--- src/rtl/vr_log_pkg.sv ---
// Shared VR replica log definitions: geometry, header layout and writer/reader states.
package vr_log_pkg;

  localparam int DATA_W      = 512;
  localparam int HDR_IDX_W   = 8;
  localparam int DATA_ADDR_W = 12;
  localparam int BYTES_W     = 16;
  localparam int BPL         = DATA_W / 8;
  localparam int BPL_SHIFT   = $clog2(BPL);

  typedef struct packed {
    logic [31:0]            view;
    logic [63:0]            op_num;
    logic [DATA_ADDR_W-1:0] data_start_addr;
    logic [BYTES_W-1:0]     bytes;
  } log_hdr_struct;

  localparam int LOG_HDR_W = $bits(log_hdr_struct);

  typedef enum logic [1:0] {
    READY   = 2'd0,
    WR_DATA = 2'd1,
    WR_HDR  = 2'd2,
    DONE    = 2'd3
  } state_e;

  // Payload lines needed for a byte count; one extra bit so the rounding add cannot overflow.
  function automatic logic [BYTES_W:0] line_count(input logic [BYTES_W-1:0] bytes);
    logic [BYTES_W:0] padded;
    padded = {1'b0, bytes} + (BYTES_W+1)'(BPL - 1);
    return padded >> BPL_SHIFT;
  endfunction

endpackage

--- src/rtl/log_writer_ctrl_if.sv ---
// Bundle of every handshake and status signal around the log writer.
// master = the environment (sources, memories, done sink); slave = the writer itself.
interface log_writer_ctrl_if;
  import vr_log_pkg::*;

  logic                   src_writer_req_val;
  logic                   src_writer_req_rdy;
  logic [31:0]            src_writer_req_view;
  logic [63:0]            src_writer_req_op_num;
  logic [BYTES_W-1:0]     src_writer_req_bytes;

  logic                   src_writer_data_val;
  logic                   src_writer_data_rdy;
  logic [DATA_W-1:0]      src_writer_data;
  logic                   src_writer_data_last;

  logic                   writer_log_data_mem_wr_req_val;
  logic                   log_data_mem_writer_wr_req_rdy;
  logic [DATA_ADDR_W-1:0] writer_log_data_mem_wr_req_addr;
  logic [DATA_W-1:0]      writer_log_data_mem_wr_req_data;

  logic                   writer_log_hdr_mem_wr_req_val;
  logic                   log_hdr_mem_writer_wr_req_rdy;
  logic [HDR_IDX_W-1:0]   writer_log_hdr_mem_wr_req_addr;
  log_hdr_struct          writer_log_hdr_mem_wr_req_data;

  logic                   writer_dst_done_val;
  logic                   writer_dst_done_rdy;
  logic [63:0]            writer_dst_done_op_num;

  logic [DATA_ADDR_W-1:0] data_wr_ptr;
  logic                   len_err;

  modport master (
    output src_writer_req_val, src_writer_req_view, src_writer_req_op_num, src_writer_req_bytes,
    input  src_writer_req_rdy,
    output src_writer_data_val, src_writer_data, src_writer_data_last,
    input  src_writer_data_rdy,
    input  writer_log_data_mem_wr_req_val, writer_log_data_mem_wr_req_addr,
    input  writer_log_data_mem_wr_req_data,
    output log_data_mem_writer_wr_req_rdy,
    input  writer_log_hdr_mem_wr_req_val, writer_log_hdr_mem_wr_req_addr,
    input  writer_log_hdr_mem_wr_req_data,
    output log_hdr_mem_writer_wr_req_rdy,
    input  writer_dst_done_val, writer_dst_done_op_num,
    output writer_dst_done_rdy,
    input  data_wr_ptr, len_err
  );

  modport slave (
    input  src_writer_req_val, src_writer_req_view, src_writer_req_op_num, src_writer_req_bytes,
    output src_writer_req_rdy,
    input  src_writer_data_val, src_writer_data, src_writer_data_last,
    output src_writer_data_rdy,
    output writer_log_data_mem_wr_req_val, writer_log_data_mem_wr_req_addr,
    output writer_log_data_mem_wr_req_data,
    input  log_data_mem_writer_wr_req_rdy,
    output writer_log_hdr_mem_wr_req_val, writer_log_hdr_mem_wr_req_addr,
    output writer_log_hdr_mem_wr_req_data,
    input  log_hdr_mem_writer_wr_req_rdy,
    output writer_dst_done_val, writer_dst_done_op_num,
    input  writer_dst_done_rdy,
    output data_wr_ptr, len_err
  );

endinterface

--- src/rtl/log_writer_ctrl_fsm.sv ---
// Entry sequencing for the log writer: READY -> (WR_DATA) -> WR_HDR -> DONE.
// All handshake strobes are registered so they change only on state transitions.
module log_writer_ctrl_fsm
  import vr_log_pkg::*;
(
  input  logic clk,
  input  logic rst,
  input  logic req_fire,
  input  logic req_empty,
  input  logic data_fire,
  input  logic last_line,
  input  logic hdr_fire,
  input  logic done_fire,
  output logic req_rdy,
  output logic data_phase,
  output logic hdr_val,
  output logic done_val
);

  state_e state_reg;

  // State and strobes advance together; the header is only raised after the final line fires.
  always_ff @(posedge clk) begin
    if (rst) begin
      state_reg  <= READY;
      req_rdy    <= 1'b1;
      data_phase <= 1'b0;
      hdr_val    <= 1'b0;
      done_val   <= 1'b0;
    end else begin
      case (state_reg)
        READY: begin
          if (req_fire) begin
            req_rdy <= 1'b0;
            if (req_empty) begin
              state_reg <= WR_HDR;
              hdr_val   <= 1'b1;
            end else begin
              state_reg  <= WR_DATA;
              data_phase <= 1'b1;
            end
          end
        end
        WR_DATA: begin
          if (data_fire && last_line) begin
            state_reg  <= WR_HDR;
            data_phase <= 1'b0;
            hdr_val    <= 1'b1;
          end
        end
        WR_HDR: begin
          if (hdr_fire) begin
            state_reg <= DONE;
            hdr_val   <= 1'b0;
            done_val  <= 1'b1;
          end
        end
        DONE: begin
          if (done_fire) begin
            state_reg <= READY;
            done_val  <= 1'b0;
            req_rdy   <= 1'b1;
          end
        end
        default: begin
          state_reg  <= READY;
          req_rdy    <= 1'b1;
          data_phase <= 1'b0;
          hdr_val    <= 1'b0;
          done_val   <= 1'b0;
        end
      endcase
    end
  end

endmodule

--- src/rtl/log_writer_ctrl.sv ---
// Log writer top: entry latches, circular data pointer and line counter around the FSM.
// Payload lines pass straight through to the data memory while the FSM is in WR_DATA.
module log_writer_ctrl
  import vr_log_pkg::*;
(
  input logic              clk,
  input logic              rst,
  log_writer_ctrl_if.slave bus
);

  logic                   req_rdy;
  logic                   data_phase;
  logic                   hdr_val;
  logic                   done_val;
  logic                   req_fire;
  logic                   data_fire;
  logic                   hdr_fire;
  logic                   done_fire;
  logic                   last_line;

  logic [31:0]            view_reg;
  logic [63:0]            op_num_reg;
  logic [BYTES_W-1:0]     bytes_reg;
  logic [DATA_ADDR_W-1:0] start_reg;
  logic [DATA_ADDR_W-1:0] ptr_reg;
  logic [BYTES_W:0]       lines_left_reg;
  logic                   len_err_reg;
  log_hdr_struct          hdr_word;

  assign req_fire  = bus.src_writer_req_val & req_rdy;
  assign data_fire = data_phase & bus.src_writer_data_val & bus.log_data_mem_writer_wr_req_rdy;
  assign hdr_fire  = hdr_val & bus.log_hdr_mem_writer_wr_req_rdy;
  assign done_fire = done_val & bus.writer_dst_done_rdy;
  assign last_line = (lines_left_reg == (BYTES_W+1)'(1));

  log_writer_ctrl_fsm u_fsm (
    .clk        (clk),
    .rst        (rst),
    .req_fire   (req_fire),
    .req_empty  (bus.src_writer_req_bytes == '0),
    .data_fire  (data_fire),
    .last_line  (last_line),
    .hdr_fire   (hdr_fire),
    .done_fire  (done_fire),
    .req_rdy    (req_rdy),
    .data_phase (data_phase),
    .hdr_val    (hdr_val),
    .done_val   (done_val)
  );

  // Latch entry metadata on accept; advance pointer and count lines on every payload write.
  always_ff @(posedge clk) begin
    if (rst) begin
      view_reg       <= '0;
      op_num_reg     <= '0;
      bytes_reg      <= '0;
      start_reg      <= '0;
      ptr_reg        <= '0;
      lines_left_reg <= '0;
      len_err_reg    <= 1'b0;
    end else begin
      if (req_fire) begin
        view_reg       <= bus.src_writer_req_view;
        op_num_reg     <= bus.src_writer_req_op_num;
        bytes_reg      <= bus.src_writer_req_bytes;
        start_reg      <= ptr_reg;
        lines_left_reg <= line_count(bus.src_writer_req_bytes);
      end
      if (data_fire) begin
        ptr_reg        <= ptr_reg + DATA_ADDR_W'(1);
        lines_left_reg <= lines_left_reg - (BYTES_W+1)'(1);
        // last must coincide exactly with the final counted line; the count still wins.
        if (bus.src_writer_data_last != last_line)
          len_err_reg <= 1'b1;
      end
    end
  end

  // Header word assembled from the latched entry.
  always_comb begin
    hdr_word                 = '0;
    hdr_word.view            = view_reg;
    hdr_word.op_num          = op_num_reg;
    hdr_word.data_start_addr = start_reg;
    hdr_word.bytes           = bytes_reg;
  end

  assign bus.src_writer_req_rdy              = req_rdy;
  assign bus.src_writer_data_rdy             = data_phase & bus.log_data_mem_writer_wr_req_rdy;
  assign bus.writer_log_data_mem_wr_req_val  = data_phase & bus.src_writer_data_val;
  assign bus.writer_log_data_mem_wr_req_addr = ptr_reg;
  assign bus.writer_log_data_mem_wr_req_data = bus.src_writer_data;
  assign bus.writer_log_hdr_mem_wr_req_val   = hdr_val;
  assign bus.writer_log_hdr_mem_wr_req_addr  = op_num_reg[HDR_IDX_W-1:0];
  assign bus.writer_log_hdr_mem_wr_req_data  = hdr_word;
  assign bus.writer_dst_done_val             = done_val;
  assign bus.writer_dst_done_op_num          = op_num_reg;
  assign bus.data_wr_ptr                     = ptr_reg;
  assign bus.len_err                         = len_err_reg;

endmodule
--- src/flat_wrapper.sv ---
// flat-port wrapper written by rule: the top's interface ports become plain ports
module log_writer_ctrl_flat import vr_log_pkg::*;
  (clk, rst, bus_src_writer_req_val, bus_src_writer_req_view, bus_src_writer_req_op_num, bus_src_writer_req_bytes, bus_src_writer_req_rdy, bus_src_writer_data_val, bus_src_writer_data, bus_src_writer_data_last, bus_src_writer_data_rdy, bus_writer_log_data_mem_wr_req_val, bus_writer_log_data_mem_wr_req_addr, bus_writer_log_data_mem_wr_req_data, bus_log_data_mem_writer_wr_req_rdy, bus_writer_log_hdr_mem_wr_req_val, bus_writer_log_hdr_mem_wr_req_addr, bus_writer_log_hdr_mem_wr_req_data, bus_log_hdr_mem_writer_wr_req_rdy, bus_writer_dst_done_val, bus_writer_dst_done_op_num, bus_writer_dst_done_rdy, bus_data_wr_ptr, bus_len_err);
  log_writer_ctrl_if bus_i ();
  input logic clk;
  input logic rst;
  input wire logic [$bits(bus_i.src_writer_req_val)-1:0] bus_src_writer_req_val;
  input wire logic [$bits(bus_i.src_writer_req_view)-1:0] bus_src_writer_req_view;
  input wire logic [$bits(bus_i.src_writer_req_op_num)-1:0] bus_src_writer_req_op_num;
  input wire logic [$bits(bus_i.src_writer_req_bytes)-1:0] bus_src_writer_req_bytes;
  output wire logic [$bits(bus_i.src_writer_req_rdy)-1:0] bus_src_writer_req_rdy;
  input wire logic [$bits(bus_i.src_writer_data_val)-1:0] bus_src_writer_data_val;
  input wire logic [$bits(bus_i.src_writer_data)-1:0] bus_src_writer_data;
  input wire logic [$bits(bus_i.src_writer_data_last)-1:0] bus_src_writer_data_last;
  output wire logic [$bits(bus_i.src_writer_data_rdy)-1:0] bus_src_writer_data_rdy;
  output wire logic [$bits(bus_i.writer_log_data_mem_wr_req_val)-1:0] bus_writer_log_data_mem_wr_req_val;
  output wire logic [$bits(bus_i.writer_log_data_mem_wr_req_addr)-1:0] bus_writer_log_data_mem_wr_req_addr;
  output wire logic [$bits(bus_i.writer_log_data_mem_wr_req_data)-1:0] bus_writer_log_data_mem_wr_req_data;
  input wire logic [$bits(bus_i.log_data_mem_writer_wr_req_rdy)-1:0] bus_log_data_mem_writer_wr_req_rdy;
  output wire logic [$bits(bus_i.writer_log_hdr_mem_wr_req_val)-1:0] bus_writer_log_hdr_mem_wr_req_val;
  output wire logic [$bits(bus_i.writer_log_hdr_mem_wr_req_addr)-1:0] bus_writer_log_hdr_mem_wr_req_addr;
  output wire logic [$bits(bus_i.writer_log_hdr_mem_wr_req_data)-1:0] bus_writer_log_hdr_mem_wr_req_data;
  input wire logic [$bits(bus_i.log_hdr_mem_writer_wr_req_rdy)-1:0] bus_log_hdr_mem_writer_wr_req_rdy;
  output wire logic [$bits(bus_i.writer_dst_done_val)-1:0] bus_writer_dst_done_val;
  output wire logic [$bits(bus_i.writer_dst_done_op_num)-1:0] bus_writer_dst_done_op_num;
  input wire logic [$bits(bus_i.writer_dst_done_rdy)-1:0] bus_writer_dst_done_rdy;
  output wire logic [$bits(bus_i.data_wr_ptr)-1:0] bus_data_wr_ptr;
  output wire logic [$bits(bus_i.len_err)-1:0] bus_len_err;
  assign bus_i.src_writer_req_val = bus_src_writer_req_val;
  assign bus_i.src_writer_req_view = bus_src_writer_req_view;
  assign bus_i.src_writer_req_op_num = bus_src_writer_req_op_num;
  assign bus_i.src_writer_req_bytes = bus_src_writer_req_bytes;
  assign bus_src_writer_req_rdy = bus_i.src_writer_req_rdy;
  assign bus_i.src_writer_data_val = bus_src_writer_data_val;
  assign bus_i.src_writer_data = bus_src_writer_data;
  assign bus_i.src_writer_data_last = bus_src_writer_data_last;
  assign bus_src_writer_data_rdy = bus_i.src_writer_data_rdy;
  assign bus_writer_log_data_mem_wr_req_val = bus_i.writer_log_data_mem_wr_req_val;
  assign bus_writer_log_data_mem_wr_req_addr = bus_i.writer_log_data_mem_wr_req_addr;
  assign bus_writer_log_data_mem_wr_req_data = bus_i.writer_log_data_mem_wr_req_data;
  assign bus_i.log_data_mem_writer_wr_req_rdy = bus_log_data_mem_writer_wr_req_rdy;
  assign bus_writer_log_hdr_mem_wr_req_val = bus_i.writer_log_hdr_mem_wr_req_val;
  assign bus_writer_log_hdr_mem_wr_req_addr = bus_i.writer_log_hdr_mem_wr_req_addr;
  assign bus_writer_log_hdr_mem_wr_req_data = bus_i.writer_log_hdr_mem_wr_req_data;
  assign bus_i.log_hdr_mem_writer_wr_req_rdy = bus_log_hdr_mem_writer_wr_req_rdy;
  assign bus_writer_dst_done_val = bus_i.writer_dst_done_val;
  assign bus_writer_dst_done_op_num = bus_i.writer_dst_done_op_num;
  assign bus_i.writer_dst_done_rdy = bus_writer_dst_done_rdy;
  assign bus_data_wr_ptr = bus_i.data_wr_ptr;
  assign bus_len_err = bus_i.len_err;
  log_writer_ctrl u_core (.clk(clk), .rst(rst), .bus(bus_i));
endmodule
--- config.mk ---
export PLATFORM = sky130hd
export DESIGN_NAME = log_writer_ctrl_flat
export DESIGN_NICKNAME = d
export VERILOG_FILES = /design/src/rtl/vr_log_pkg.sv /design/src/rtl/log_writer_ctrl_if.sv /design/src/rtl/log_writer_ctrl_fsm.sv /design/src/rtl/log_writer_ctrl.sv /design/src/flat_wrapper.sv
export SDC_FILE = /design/constraint.sdc
export NUM_CORES = 1
export LEC_CHECK = 0
export CORE_AREA = 2 2 528 530
export DETAILED_ROUTE_END_ITERATION = 10
export DIE_AREA = 0 0 530 532
export GPL_TIMING_DRIVEN = 0
export PLACE_DENSITY = 0.3
export SYNTH_ARGS = -nofsm -noshare
export SYNTH_HDL_FRONTEND = slang
export SYNTH_SLANG_ARGS = --single-unit
export TNS_END_PERCENT = 50
--- constraint.sdc ---
create_clock -name clk -period 2.2 [get_ports clk]
set_input_delay 0.44 -clock clk [delete_from_list [all_inputs] [get_ports clk]]
set_output_delay 0.44 -clock clk [all_outputs]
set_load 0.02 [all_outputs]
======== Word-level counts from Yosys, hierarchy flattened ========
Cells that the tools add are included.
word-level totals
  register bits after elaboration ......... 160
  input port bits ......................... 632
  output and inout bits ................... 738
  logic and storage cells ................. 69
cells by class
  add/sub/neg operators ................... 3
  eq/ne operators ......................... 11
  multiplexer cells ....................... 23
  bitwise operators ....................... 6
  reductions and logical operators ........ 14
operators by type and width
  operator                                             number
  two-way mux 17 bit                                   2
  adder 16 x 6 -> 17 bit (second input constant)       1
  == test 17 x 1 -> 1 bit (second input constant)      1
  subtractor 17 x 1 -> 17 bit (second input constant)  1
  zero test 16 bit                                     1
  adder 12 x 1 -> 12 bit (second input constant)       1
  two-way mux 1 bit                                    11
  two-way mux 2 bit                                    5
  case mux 2 bit (4 select lines)                      1
  AND reduction 4 bit                                  2
  nonzero test 2 bit                                   4
  bitwise AND 1 bit                                    6
  != test 2 x 1 -> 1 bit (second input constant)       3
  != test 2 bit (second input constant)                3
  case mux 1 bit (2 select lines)                      3
  AND reduction 3 bit                                  2
  AND reduction 5 bit                                  1
  == test 2 bit (second input constant)                2
  case mux 1 bit (3 select lines)                      1
  nonzero test 3 bit                                   1
  == test 2 x 1 -> 1 bit (second input constant)       1
  zero test 2 bit                                      1
  AND reduction 2 bit                                  1
  logical AND 1 bit                                    1
  != test 1 bit                                        1

======== Depth between registers and ports, before layout ========
Gate-level depths: netlist of the first run.
  depth in word-level cells ............... 5
  mapped depth ............................ 7
  gate-level depth less buffers ........... 7

======== Hierarchy ========
A second synthesis of the first run with hierarchy kept.
unflattened totals
  cells, all modules ...................... 1410
  area total of the unflattened synthesis .. 10970.5 µm²
by module, submodules not included
  module               times used  cells an instance  area each (µm²)  sequential area each (µm²)
  log_writer_ctrl      1           1365               10566.4          3083.0
  log_writer_ctrl_fsm  1           45                 404.1            120.1

======== Worst setup path after synthesis of the first run ========
Ideal clock, no wire load.
  kind .................................... register -> register
  from .................................... reg u_core.lines_left_reg[11]
  to ...................................... reg u_core.u_fsm.hdr_val
  library setup time ...................... 0.087 ns
  data arrival time ....................... 1.854 ns
  data required time ...................... 2.113 ns
  setup slack ............................. 0.259 ns
  cell stages (with the launch flop) ...... 6
  buffers on the path ..................... 0
  period minus slack after synthesis ...... 1.941 ns
  path through ............................ dfxtp_1 -> or4_4 -> nor4b_4 -> a31oi_1 -> or3_1 -> o31ai_1
between the ends
  word-level cells in the longest chain between the ends .. 4
ends and longest elaborated chain
  what                           line                       text
  start, declared                log_writer_ctrl.sv:26      logic [BYTES_W:0] lines_left_reg;
  start signal, assigned         log_writer_ctrl.sv:67      lines_left_reg <= line_count(bus.src_writer_req_bytes);
  start signal, assigned         log_writer_ctrl.sv:71      lines_left_reg <= lines_left_reg - (BYTES_W+1)'(1);
  == test 17 x 1 -> 1 bit        log_writer_ctrl.sv:34      assign last_line = (lines_left_reg == (BYTES_W+1)'(1));
  logical AND 1 bit              log_writer_ctrl_fsm.sv:45  if (data_fire && last_line) begin
  != test 2 bit (no line)        -
  AND reduction 5 bit (no line)  -
  end signal, assigned           log_writer_ctrl_fsm.sv:37  hdr_val <= 1'b1;
  end signal, assigned           log_writer_ctrl_fsm.sv:48  hdr_val <= 1'b1;
  end signal, assigned           log_writer_ctrl_fsm.sv:54  hdr_val <= 1'b0;
  end, declared                  log_writer_ctrl_fsm.sv:16  output logic hdr_val,
No other way between the ends.
A chain may end at the register's enable or synchronous reset.

======== Final worst setup path of the first run ========
  from .................................... reg u_core.view_reg[18]
  to ...................................... out bus_writer_log_hdr_mem_wr_req_data[110]
RTL lines
  what                    line                   text
  start, declared         log_writer_ctrl.sv:21  logic [31:0] view_reg;
  start signal, assigned  log_writer_ctrl.sv:63  view_reg <= bus.src_writer_req_view;
  end, declared           flat_wrapper.sv:22     output wire logic [$bits(bus_i.writer_log_hdr_mem_wr_req_data)-1:0] bus_writer_log_hdr_mem_wr_req_data;
No word-level cell between the ends.

==> flow_summary.toml, run 1 <==
[place]
dpl_cell_area_um2 = 24000
hpwl_um = 134000
place.gp.congestion = 0.938
io_buffer_count = 856

[final_layout]
postLayoutCellArea_um2 = 24900
regArea_um2 = 3260
multi_input_area_um2 = 2930
largest_reg_flops = 64
drive_gt1_share_pct = 32.3
area_delta_synth_final_pct = 130
nets = 2930
fillers = 32300

[timing]
setup_viol = 0
fmax_mhz = 468
finalHoldViolations = 0
relSlewSlack_pct = 11.0
finalSetupTns_ns = 0
finalCritPeriodShare_pct = 97.2
tightest_slew_ns = 1.34
drv_slew = 0
finalCriticalPeriod_ns = 2.14
fin_worst_skew_ns = 0.0250

[setup_path]
crit_path_start_kind = "flop"
cp_cell_sequence = "dlygate4sd2_1"
crit_path_end_kind = "output pin"
worst_ep_required_time_ns = 1.76
crit_fanout = 2
critical-path-top-delay-family = "buffers and inverters"
crit_path_max_incr_delay_ns = 0.77
crit_type = "flop to output pin"
timing.critical_path.buf_inv = 1
cp.arrival_ns = 1.70
critPathSlowestCell = "dlygate4sd2_1"

[grt]
grt_util_all_layers_pct = 9.89
grt_pass1_wl_um = 171000
globalRouteOverflowTotal = 0
grt_pass1_vias = 12800
antenna_found_initial = 105
grt_max_degree = 19

[detailed_routing]
routed_wl_um = 146000
viasPerCell = 2.12
via_count = 12800
firstDrtPassIters = 5
drc = 0
wl_per_cell_um = 24.2
drt_iter0_markers = 487
postRouteAntennaNets = 0

[status]
status = "complete, no violations"

[clock_tree]
numClockSinks = 160
cts_tree = "done"
cts_root_buf = "clkbuf_16"
cts-buffers-inserted = 25
h-tree-depth = 4
clock_latency_ns = 0.57
path_clk_slew_ns = 0.09
cts_buffer_depth = 3

[logic_synthesis]
synthArstFlopShare_pct = 0
synthCells = 1397
yosysMostFrequentCell = "buf_4"
netlist.area_leader.share_pct = 41.5
synth-edff-count = 0
ys_top_cells_by_count = "buf_4, nand2_1, dfxtp_1"
synth.avg_cell_area_um2 = 7.72
synth.area.top_cells = "buf_4, dfxtp_1, nand2_1"
synth_ff_type = "dfxtp_1"
netlist.top_cell.by_area = "buf_4"
synth-seq-cells = 160
ys_seq_area_share_pct = 29.7
syn-num-nets = 2036
yosys_warnings = 0
ys_types = 50
synth_area_um2 = 10800

[worst_hold_path]
hold_class = "input pin to flop"

[die]
die_y_um = 532
initial_core_util_pct = 3.91
ios = 1370
die-width_um = 530
die_area_um2 = 282000
design.core.area_um2 = 276000
rows = 193

[pwr]
vdd_drop_max_v = 0.000404
p_leak_nw = 9.27
finalPower_mw = 14.7
powerDensity_nw_per_um2 = 592

[job]
drv_cap = 0
per-stage QoR:
stage	util (%)	cells	setup slack, ns	hold WS (ns)
after global routing	9.00	6015	-0.0257	0.347
after CTS	8.97	5995	-0.0466	0.309
after global placement	8.70	5958	-2.09	0.443
final	9.02	6031	0.0619	0.393
after detailed placement	8.71	5959	-1.32	0.445
after floorplan	-	1397	0.259	0.451
timing repair:
action / in CTS / in global routing
gates resized for setup: 202 / 17
hold buffers: 0 / 0
setup endpoints to repair: 213 / 26
endpoints found under the hold margin: 0 / 0
setup buffers: 3 / 7
pin swaps: 2 / 5
final cells by class:
cell class	instances	area share [%]
repair buffers	867	34.3
plain buffers	645	18.9
well taps	3705	18.6
flip-flops and latches	160	13.1
multi-input cells	582	11.8
clock buffers	30	2.79
diodes	29	0.292
inverters	10	0.151
clock inverters	3	0.0855
logic make-up after synthesis:
| family | share of synthesized area (%) |
|---|---|
| xor+xnor | 1.70 |
| fa+ha+maj | 0.812 |
| flops | 29.7 |
| simple gates | 14.4 |
| compound gates | 9.84 |
| buf+inv | 43.5 |
per-layer routing:
| metal | global-route usage [%] | routed length [um] | vias up |
|---|---|---|---|
| li1 | - | - | 5712 |
| met1 | 9.60 | 49400 | 5799 |
| met2 | 15.7 | 65000 | 991 |
| met3 | 7.89 | 26000 | 217 |
| met4 | 3.36 | 4890 | 94 |
| met5 | 0 | 594 | - |
power by group:
part	leakage [nW]	internal [mW]	switching [mW]
clock network	0.352	2.21	1.84
logic	7.59	2.92	4.08
registers	1.32	3.26	0.413
total	9.27	8.39	6.33
cells in the final DEF, fill, tap and decap left out, drive strengths merged, types with 2 or more instances in the layout:
cell type,instances
o211ai,4
buf,642
a211oi,5
clkbuf,73
o22ai,2
nand2b,2
o21a,2
clkinv,2
nand4,7
clkdlybuf4s50,737
nand4b,2
and2,3
nor4,6
or4,3
xnor2,6
xor2,15
ha,7
inv,10
a31oi,5
o21ai,10
dfxtp,160
and3,4
diode,29
a2111oi,2
nor3,6
nand3,12
nor2,33
a21oi,143
o311ai,2
a21boi,2
or2,3
a22oi,2
dlygate4sd2,68
clkdlybuf4s15,21
or3,5
o31ai,5
nand2,275
worst paths after layout:
kind / cells after the start / to / slack [ns] / from
setup / recovery: 1 / bus_writer_log_hdr_mem_wr_req_data[110] / 0.06 / u_core.view_reg[18]
hold / removal: 3 / u_core.bus.writer_dst_done_op_num[59] / 0.39 / bus_src_writer_req_op_num[59]
setup reg to reg: 6 / u_core.view_reg[16] / 0.09 / u_core.u_fsm.req_rdy
hold reg to reg: 2 / u_core.view_reg[23] / 0.46 / u_core.view_reg[23]
(Power assumes the default switching activity.)
==> run 2, diff against run 1 <==
--- a/config.mk
+++ b/config.mk
@@ -5,9 +5,10 @@
 export SDC_FILE = /design/constraint.sdc
 export NUM_CORES = 1
 export LEC_CHECK = 0
-export CORE_AREA = 2 2 528 530
+export ABC_AREA = 1
+export CORE_AREA = 2 2 536 538
 export DETAILED_ROUTE_END_ITERATION = 10
-export DIE_AREA = 0 0 530 532
+export DIE_AREA = 0 0 538 540
 export GPL_TIMING_DRIVEN = 0
 export PLACE_DENSITY = 0.3
 export SYNTH_ARGS = -nofsm -noshare
==> constraint.sdc (replaced) <==
create_clock -name clk -period 2.65 [get_ports clk]
set_input_delay 0.53 -clock clk [delete_from_list [all_inputs] [get_ports clk]]
set_output_delay 0.53 -clock clk [all_outputs]
set_load 0.02 [all_outputs]
==> run 2 against run 1 <==
Against the previous run:
- die area up 3.0%
- combinational power up 3.4%
- non-clock buffer count down 12
- first-iteration DRC count down 7.6%
- sequential cell count unchanged
- cell count up 2.3%
- sequential share of layout area down 0.32 points
- critical path type unchanged
- largest cell class unchanged
- highest routed layer unchanged
==> flow_summary.toml, run 2 <==
[status]
status = "complete, no violations"

[clock_tree]
clock_latency_ns = 0.56
path_clk_slew_ns = 0.09
ctsHoldBuffers = 0
h-tree-depth = 4
cts_tree = "done"
numClockSinks = 160
cts_buffer_depth = 3
cts_root_buf = "clkbuf_16"
cts-buffers-inserted = 25

[die]
ios = 1370
initial_core_util_pct = 3.87
rows = 196
die-width_um = 538
design.core.area_um2 = 284000
die_y_um = 540
die_area_um2 = 291000

[setup_path]
crit_path_start_kind = "flop"
rr_worst_depth = 7
worst_ep_required_time_ns = 2.12
crit_type = "flop to output pin"
crit_fanout = 3
crit_path_end_kind = "output pin"
cp.arrival_ns = 2.00

[logic_synthesis]
synthXorXnorAreaFrac_pct = 0.398
synth.area.top_cells = "buf_4, dfxtp_1, nor2_1"
ys_types = 39
synth.avg_cell_area_um2 = 7.38
synth_compound_area_share_pct = 10.1
ys_top_cells_by_count = "buf_4, nor2_1, dfxtp_1"
yosysMostFrequentCell = "buf_4"
synth_area_um2 = 11000
synth-edff-count = 0
synth_fa_ha_area_share_pct = 0.796
synth_top_family_by_area = "buffers and inverters"
synthArstFlopShare_pct = 0
syn-num-nets = 2129
yosys_warnings = 0
ys_seq_area_share_pct = 29.1
synthCells = 1490
netlist.area_leader.share_pct = 40.7
synth_ff_type = "dfxtp_1"
synth-seq-cells = 160
synthSimpleGateAreaFrac_pct = 14.6
netlist.top_cell.by_area = "buf_4"
synthMuxAreaShare_pct = 0

[timing]
drv_slew = 0
finalSetupTns_ns = 0
setup_viol = 0
tightest_slew_ns = 0.892
fin_worst_skew_ns = 0.0424
finalCritPeriodShare_pct = 95.5
setup_slack_ns = 0.121
rsz0062_at_grt = "false"
finalCriticalPeriod_ns = 2.53
relSlewSlack_pct = 40.6
fmax_mhz = 395
finalHoldViolations = 0

[detailed_routing]
wl_per_cell_um = 25.4
firstDrtPassIters = 5
viasPerCell = 2.18
drt_iter0_markers = 450
via_count = 13400
drc = 0
routed_wl_um = 157000
postRouteAntennaNets = 0

[pwr]
finalPower_mw = 13.7
powerDensity_nw_per_um2 = 549
netSwitchingPower_mw = 6.06
seqPwrFrac_pct = 23.8
p_int_mw = 7.68
clockPowerShare_pct = 23.5
p_leak_nw = 9.26
pwr-share-comb_pct = 52.7
vdd_drop_max_v = 0.000339
swShare_pct = 44.1

[worst_hold_path]
hold_class = "input pin to flop"
hold_depth = 2

[grt]
antenna_found_initial = 186
grt_max_degree = 20
globalRouteOverflowTotal = 0
grt_util_all_layers_pct = 10.3
grt_pass1_vias = 13300
grt_pass1_wl_um = 183000

[final_layout]
area_delta_synth_final_pct = 128
final_common_cell = "clkdlybuf4s50_1"
drive_gt1_share_pct = 28.7
largest_reg_flops = 64
final_cells = 6172
final_cell_mix = "clkdlybuf4s50_1, buf_4, nor2_1"
nets = 3011

[job]
drv_cap = 0

[place]
io_buffer_count = 855
placed_cells = 6107
place.gp.congestion = 0.878
preCtsSetupSlack_ns = -0.740
hpwl_um = 146000
[run 2: cell type report]
cell class,instances,area [um^2]
fill,33200,259000
timing repair buffer,855,8530
tap,3762,4710
buffer,645,4710
sequential,160,3210
multi-input combinational,623,2860
clock buffer,28,647
inverter,62,240
antenna,32,80.1
clock inverter,5,57.6
[run 2: stage by stage]
stage	area [um^2]	util (%)	hold WS, ns
after floorplan	11000	-	0.438
after global placement	24300	8.53	0.451
after detailed placement	24300	8.53	0.448
after CTS	25000	8.77	0.420
after global routing	25000	8.78	0.407
final	25000	8.80	0.433
[run 2: worst paths after layout]
path | slack [ns] | start | end
setup / recovery | 0.12 | u_core.bus.writer_dst_done_op_num[63] | bus_writer_log_hdr_mem_wr_req_data[91]
hold reg to reg | 0.47 | u_core.lines_left_reg[16] | u_core.lines_left_reg[16]
setup reg to reg | 0.45 | u_core.u_fsm.req_rdy | u_core.bus.writer_dst_done_op_num[24]
hold / removal | 0.43 | rst | u_core.u_fsm.done_val
[run 2: power groups by stage]
| stage | clock (mW) | combinational, mW | sequential, mW |
|---|---|---|---|
| floorplan | 0 | 3.01 | 3.63 |
| global placement | 0 | 7.54 | 3.32 |
| detailed placement | 0 | 7.52 | 3.34 |
| CTS | 3.47 | 7.53 | 3.29 |
| global route | 3.52 | 7.86 | 3.34 |
| finish | 3.23 | 7.24 | 3.26 |
[run 2: cell families after synthesis]
| kind of cell | count (synthesis) |
|---|---|
| and+or+nand+nor | 395 |
| buffers and inverters | 707 |
| AOI/OAI and AO/OA | 216 |
| DFF | 160 |
| adders and majority gates | 7 |
| xor gates and xnor gates | 5 |
[run 2: critical path, cell delays in order, from the launching register on]
cell	delay (ns)
dfxtp_1	0.36
buf_4	0.12
clkdlybuf4s50_1	0.96
[run 2: layer usage]
layer / vias up / share of wire [%] / global-route usage, %
li1: 5917 / - / -
met1: 5951 / 32 / 9.21
met2: 1003 / 47 / 17.7
met3: 370 / 18 / 8.76
met4: 192 / 2.3 / 2.11
met5: - / 0.77 / 0
[run 2: what timing repair did]
| item | CTS | global route |
|---|---|---|
| setup endpoints to repair | 29 | 2 |
| gates resized for setup | 14 | 2 |
| buffers inserted | 0 | 0 |
| gates cloned | 0 | 0 |
| endpoints found under the hold margin | 0 | 0 |
